`src/rtl/param_seq_detector.sv`:
```
// Run-time programmable serial pattern detector (1..MAX_LEN bits).
// Optional saturating match counter: define SEQDET_MATCH_COUNT_EN.
module param_seq_detector #(
  parameter  int MAX_LEN = 8,
  parameter  int CNT_W   = 16,
  localparam int LEN_W   = $clog2(MAX_LEN + 1)
) (
  input  logic               clk,
  input  logic               rst,
  input  logic               cfg_load,
  input  logic [MAX_LEN-1:0] pattern,
  input  logic [LEN_W-1:0]   pat_len,
  input  logic               overlap_en,
  input  logic               in_valid,
  input  logic               in_bit,
  output logic               armed,
  output logic               seq_detected,
  output logic [CNT_W-1:0]   match_count
);

  typedef enum logic {
    UNCFG,
    ARMED
  } state_e;

  state_e             state_q, state_d;
  logic [MAX_LEN-1:0] pat_q, pat_d;
  logic [MAX_LEN-1:0] hist_q, hist_d;
  logic [LEN_W-1:0]   len_q, len_d;
  logic [LEN_W-1:0]   fill_q, fill_d;
  logic               ovl_q, ovl_d;
  logic               seq_q, seq_d;
  logic [MAX_LEN-1:0] mask;
  logic [LEN_W-1:0]   len_clamp;
  logic [LEN_W-1:0]   fill_inc;
  logic               match;

  // Clamp requested length and build the compare mask from the held length
  always_comb begin
    len_clamp = pat_len;
    if (pat_len > LEN_W'(MAX_LEN)) begin
      len_clamp = LEN_W'(MAX_LEN);
    end
    mask = '0;
    for (int i = 0; i < MAX_LEN; i++) begin
      mask[i] = (i < int'(len_q));
    end
    fill_inc = fill_q + 1'b1;
    if (fill_q == LEN_W'(MAX_LEN)) begin
      fill_inc = fill_q;
    end
  end

  // Next-state: config load wins over a coincident data bit
  always_comb begin
    state_d = state_q;
    pat_d   = pat_q;
    len_d   = len_q;
    ovl_d   = ovl_q;
    hist_d  = hist_q;
    fill_d  = fill_q;
    seq_d   = 1'b0;
    match   = 1'b0;
    unique case (1'b1)
      cfg_load: begin
        pat_d   = pattern;
        len_d   = len_clamp;
        ovl_d   = overlap_en;
        hist_d  = '0;
        fill_d  = '0;
        state_d = (len_clamp != '0) ? ARMED : UNCFG;
      end
      (!cfg_load && state_q == ARMED && in_valid): begin
        hist_d = {hist_q[MAX_LEN-2:0], in_bit};
        match  = (fill_inc >= len_q) &&
                 (((hist_d ^ pat_q) & mask) == '0);
        fill_d = (match && !ovl_q) ? '0 : fill_inc;
        seq_d  = match;
      end
      default: ;
    endcase
  end

  // State, configuration and history registers
  always_ff @(posedge clk or posedge rst) begin
    if (rst) begin
      state_q <= UNCFG;
      pat_q   <= '0;
      len_q   <= '0;
      ovl_q   <= 1'b0;
      hist_q  <= '0;
      fill_q  <= '0;
      seq_q   <= 1'b0;
    end else begin
      state_q <= state_d;
      pat_q   <= pat_d;
      len_q   <= len_d;
      ovl_q   <= ovl_d;
      hist_q  <= hist_d;
      fill_q  <= fill_d;
      seq_q   <= seq_d;
    end
  end

  assign armed        = (state_q == ARMED);
  assign seq_detected = seq_q;

`ifdef SEQDET_MATCH_COUNT_EN
  logic [CNT_W-1:0] cnt_q, cnt_d;

  // Saturating match count, cleared on reconfiguration
  always_comb begin
    cnt_d = cnt_q;
    if (cfg_load) begin
      cnt_d = '0;
    end else if (match && cnt_q != '1) begin
      cnt_d = cnt_q + 1'b1;
    end
  end

  // Counter register, in step with seq_detected
  always_ff @(posedge clk or posedge rst) begin
    if (rst) begin
      cnt_q <= '0;
    end else begin
      cnt_q <= cnt_d;
    end
  end

  assign match_count = cnt_q;
`else
  assign match_count = '0;
`endif

endmodule

```
`config.mk`:
```
export PLATFORM = sky130hd
export DESIGN_NAME = param_seq_detector
export DESIGN_NICKNAME = d
export VERILOG_FILES = /design/src/rtl/param_seq_detector.sv
export SDC_FILE = /design/constraint.sdc
export NUM_CORES = 1
export LEC_CHECK = 0
export CELL_PAD_IN_SITES_DETAIL_PLACEMENT = 0
export CELL_PAD_IN_SITES_GLOBAL_PLACEMENT = 1
export CORE_ASPECT_RATIO = 1.75
export CORE_MARGIN = 1
export CORE_UTILIZATION = 34
export DETAILED_ROUTE_END_ITERATION = 12
export PLACE_DENSITY_LB_ADDON = 0.08
export SLEW_MARGIN = 20
export SYNTH_ARGS = -nofsm -noshare
export SYNTH_HDL_FRONTEND = slang
export SYNTH_SLANG_ARGS = --single-unit
```
`constraint.sdc`:
```
create_clock -name clk -period 2.2 [get_ports clk]
set_clock_uncertainty 0.2 [all_clocks]
set_input_delay 0.33 -clock clk [delete_from_list [all_inputs] [get_ports clk]]
set_output_delay 0.33 -clock clk [all_outputs]
set_load 0.03 [all_outputs]
```
== Word level (Yosys, flattened, before mapping) ==
Cells that the tools add are included.

* $add $sub $neg: 1
* Multipliers: 0
* Div/mod/pow operators: 0
* Magnitude comparators: 10
* Equal/unequal tests: 1
* Shifts and indexed selects: 0
* Muxes and demuxes: 7
* Bitwise logic cells: 2
* Reductions and logical operators: 9

{| class="wikitable"
|+ Operators with widths
! kind !! count
|-
| $lt 3x4->1 const A || 4
|-
| $pmux 7 s2 || 1
|-
| $mux 4 || 3
|-
| $and 8x8->8 || 1
|-
| $logic_not 8->1 || 1
|-
| $lt 1x4->1 const A || 2
|-
| $lt 2x4->1 const A || 2
|-
| $pmux 4 s2 || 1
|-
| $xor 8x8->8 || 1
|-
| $add 4x1->4 const B || 1
|-
| $eq 4x4->1 const B || 1
|-
| $ge 4x4->1 || 1
|-
| $gt 4x4->1 const B || 1
|-
| $logic_and 1x1->1 || 4
|-
| $reduce_bool 4->1 || 1
|-
| $logic_not 1->1 || 2
|-
| $mux 1 || 2
|-
| $reduce_bool 2->1 || 1
|}

* Register bits: 26
* Latch bits: 0
* RAM bits: 0
* Memory bits (read-only): 0
* Input bits: 18
* Output and inout port bits: 18
* Memories kept: 0

== Logic depth before layout (Yosys ltp) ==
* Word-level depth: 7
* Gate-level depth with buffers: 11

== Worst setup path after synthesis ==
OpenSTA, ideal clock, no wires.

* Path type: reg-to-reg
* From: register fill_q[0]
* To: register fill_q[0]
* Setup time: 0.140 ns
* Data arrival time: 2.027 ns
* Path slack: -0.168 ns
* Stages on the path, launching flop included: 11
* Period minus slack after synthesis: 2.368 ns
* Cell sequence: dfrtp_1 inv_1 ha_1 a21bo_2 mux2i_1 ha_1 o21a_1 o22ai_1 a221o_1 a2111oi_4 o22ai_1

* Word-level cells in the longest chain between the ends: 7
* Elaborated cells between the ends (all ways): 8
* Those cells by class: add/sub (1); order compare (1); eq/ne (1); mux (3); reduce/logical (2)

{| class="wikitable"
|+ Ends and longest elaborated chain
! item !! line !! source
|-
| from (decl) || 30 || <nowiki>logic [LEN_W-1:0] fill_q, fill_d;</nowiki>
|-
| from (signal assigned) || 100 || <nowiki>fill_q <= fill_d;</nowiki>
|-
| $add 4x1->4 or $eq 4x4->1 (tied branches) || 48, 49 ||
|-
| $mux 4 * || 49 || <nowiki>if (fill_q == LEN_W'(MAX_LEN)) begin</nowiki>
|-
| $ge 4x4->1 || 75 || <nowiki>match = (fill_inc >= len_q) &&</nowiki>
|-
| $logic_and 1x1->1 || 75 ||
|-
| $logic_and 1x1->1 || 77 || <nowiki>fill_d = (match && !ovl_q) ? '0 : fill_inc;</nowiki>
|-
| $mux 4 * || 77 ||
|-
| $pmux 4 s2 * || 64 || <nowiki>unique case (1'b1)</nowiki>
|}

Mark *: on every way between the ends. The rest lies on a longest branch, timed or not.
A chain may end at the register's enable or synchronous reset.

== Final worst setup path ==
* From: register fill_q[1]
* To: register fill_q[3]

Same word-level chain as after synthesis.

==> summary.md <==
| Metric | Value |
|---|---|
| Status | `finished, violations left` |
| Failing checks | `negative setup slack` |
| Insertion delay to the later sink of the worst-skew pair | `270 ps` |
| Vias per cell | `4.87` |
| Power Total | `1.20 mW` |
| Critical Path Sink Type | `register` |
| Final Hold Vio Count | `0` |
| DP Area | `1810 um^2` |
| Fmax | `384 MHz` |
| Peak supply drop | `0.000443 V` |
| Detailed Route WL | `3300 um` |
| H-tree depth | `1` |
| Cells after synthesis | `155` |
| RSZ-0062 raised after global routing | `true` |
| DRT iter0 DRCs | `13` |
| Ys async rst share | `100%` |
| Most frequent cells in the layout | `26 x dfrtp_1, 24 x nand2_1, 19 x clkdlybuf4s50_1, 16 x conb_1, 16 x buf_4` |
| First-pass GRT wire length | `5380 um` |
| Power per cell area | `625 nW/um^2` |
| Sequential area share after synthesis | `43.0%` |
| Root Driver | `clkbuf_8` |
| Syn Area/Cell | `9.76 um^2` |
| Count of final setup violators | `5` |
| Slew margin rel. | `62.8%` |
| Fin Setup TNS | `-1820 ps` |
| Fin nets | `214` |
| Post-Synthesis Cell Area | `1510 um^2` |
| Row cnt | `31` |
| Antenna Cells | `0` |
| Static leakage | `0.846 nW` |
| DRT Pass-1 Iters | `6` |
| #FFs+latches synth | `26` |
| Reg clk slew, reported paths | `90 ps` |
| Hold slack | `207 ps` |
| Largest net degree at the start of global routing | `31` |
| Core region area | `4190 um^2` |
| Final Max Slew Viols | `0` |
| Tot GR Track Use | `15.4%` |
| Area delta synth->final | `27.4%` |
| Die width | `52.4 um` |
| Worst Setup Slack, final | `-402 ps` |
| Startpoint types | `register` |
| CTS tree | `built` |
| Commonest non-fill, non-tap cell in the layout | `dfrtp_1` |
| Tcrit/Tclk final | `118%` |
| Worst-Margin Slew | `553 ps` |
| Yosys warns | `0` |
| Port buffer count | `19` |
| Max-cap violation count | `0` |
| Critical path arrival | `2530 ps` |
| Initial antenna violation count | `0` |
| Hold WC Path Type | `primary input to asynchronous set/reset pin` |
| Vias in the first global route | `1228` |
| CP max FO | `5` |
| Post-route antenna net violation count | `0` |
| Die area | `4730 um^2` |
| Post-layout util | `46.0%` |
| GR Overflow Total | `0` |
| Post-DP HPWL | `2610 um` |
| Fill count | `438` |
| Layout cells sized above 1 | `23.8%` |
| Setup CP Type | `register to register` |
| RD Place Congestion | `0.794` |
| Drt wl/cell | `13.9 um` |
| Required time worst endpoint | `2130 ps` |
| Minimum clock period after layout | `2600 ps` |
| Longest Clk Path Bufs | `2` |
| Dominant synthesized flop cell | `dfrtp_1` |
| Drt drc | `0` |
| Die Ht | `90.2 um` |
| Starting density of the core | `36.1%` |
| Distinct cells, synth | `32` |
| Ports | `36` |
| CTS Buf Count | `3` |
| CTS sink count | `26` |
| Via count | `1158` |
| Fin area | `1930 um^2` |
| EDFF count, synth | `0` |
-- routing by layer --
metal | vias to the layer above | GRT usage, % | share of wire, %
met3 | 13 | 1.52 | 1.2
li1 | 564 | - | -
met5 | - | 0 | 0
met2 | 17 | 27.5 | 57
met1 | 564 | 15.9 | 36
met4 | 0 | 9.65 | 5.8
-- critical path: stages, from the launching register on --
cell and delay [ps]:
dfrtp_1 410, ha_2 210, a21bo_4 230, mux2i_4 150, ha_2 200, o21a_1 140, o22ai_2 70, a221o_1 310
a2111oi_4 360, o22ai_1 170
-- final cells by class --
class,count,area (um^2),area share (%)
Sequential cell,26,651,33.8
Multi-Input combinational cell,114,796,41.3
Timing Repair Buffer,36,330,17.1
Inverter,9,33.8,1.75
Tap cell,49,61.3,3.18
Clock buffer,4,55.1,2.86
-- synthesized netlist by cell type, types with 2 or more instances --
cell / instances / area (um^2)
clkbuf_1: 5 / 18.8
and3_1: 4 / 25.0
buf_4: 16 / 120
nor3_1: 2 / 10.0
nor2_1: 2 / 7.51
ha_1: 6 / 75.1
xnor2_1: 8 / 70.1
and2_1: 2 / 12.5
o22ai_1: 7 / 43.8
dfrtp_1: 26 / 651
xor2_1: 2 / 17.5
mux2_2: 9 / 101
nand2_1: 24 / 90.1
o21ai_0: 5 / 25.0
inv_1: 8 / 30.0
a21oi_1: 13 / 65.1
-- metrics by stage --
| stage | std cells | setup WS (ps) |
|---|---|---|
| after CTS | 237 | -384 |
| after global placement | 230 | -229 |
| after floorplan | 170 | -144 |
| after detailed placement | 230 | -384 |
| final | 238 | -402 |
| after global routing | 238 | -476 |
-- registers in the layout, indices dropped and copies added (netlist names) --
signal and flops:
armed 1, pat_q 8, len_q 4, ovl_q 1
hist_q 7, fill_q 4, seq_detected 1
-- kinds of logic after synthesis --
| logic type | Yosys count | share of synthesized area [%] |
|---|---|---|
| flip-flops | 26 | 43.0 |
| other | 1 | 0.248 |
| multiplexers | 10 | 7.36 |
| XOR/XNOR | 10 | 5.79 |
| AND/OR/NAND/NOR | 41 | 13.3 |
| buffers and inverters | 30 | 11.4 |
| AO/OA/AOI/OAI | 31 | 13.9 |
| adder cells (fa/ha/maj) | 6 | 4.96 |
-- final timing paths --
path | start | to | slack, ps | cells after the start
max in group asynchronous | rst | ovl_q | 1340 | 3
min reg2reg | pat_q[6] | pat_q[6] | 340 | 1
min in group clk | pat_q[6] | pat_q[6] | 340 | 1
min | rst | pat_q[0] | 210 | 3
max | fill_q[1] | fill_q[3] | -400 | 9
max reg2reg | fill_q[1] | fill_q[3] | -400 | 9
-- power breakdown --
part | internal, mW | switching (mW) | total [mW]
Sequential | 0.511 | 0.0299 | 0.541
Clock | 0.160 | 0.146 | 0.306
Combinational | 0.177 | 0.181 | 0.357
-- repair_timing --
action                                  in CTS  in global routing
hold buffers                                 0                  0
buffers inserted                             3                  1
pin swaps                                    1                  1
endpoints found under the setup margin       5                  5
gates resized for setup                      3                  5
Note: power is estimated with default switching activity, not from simulation.
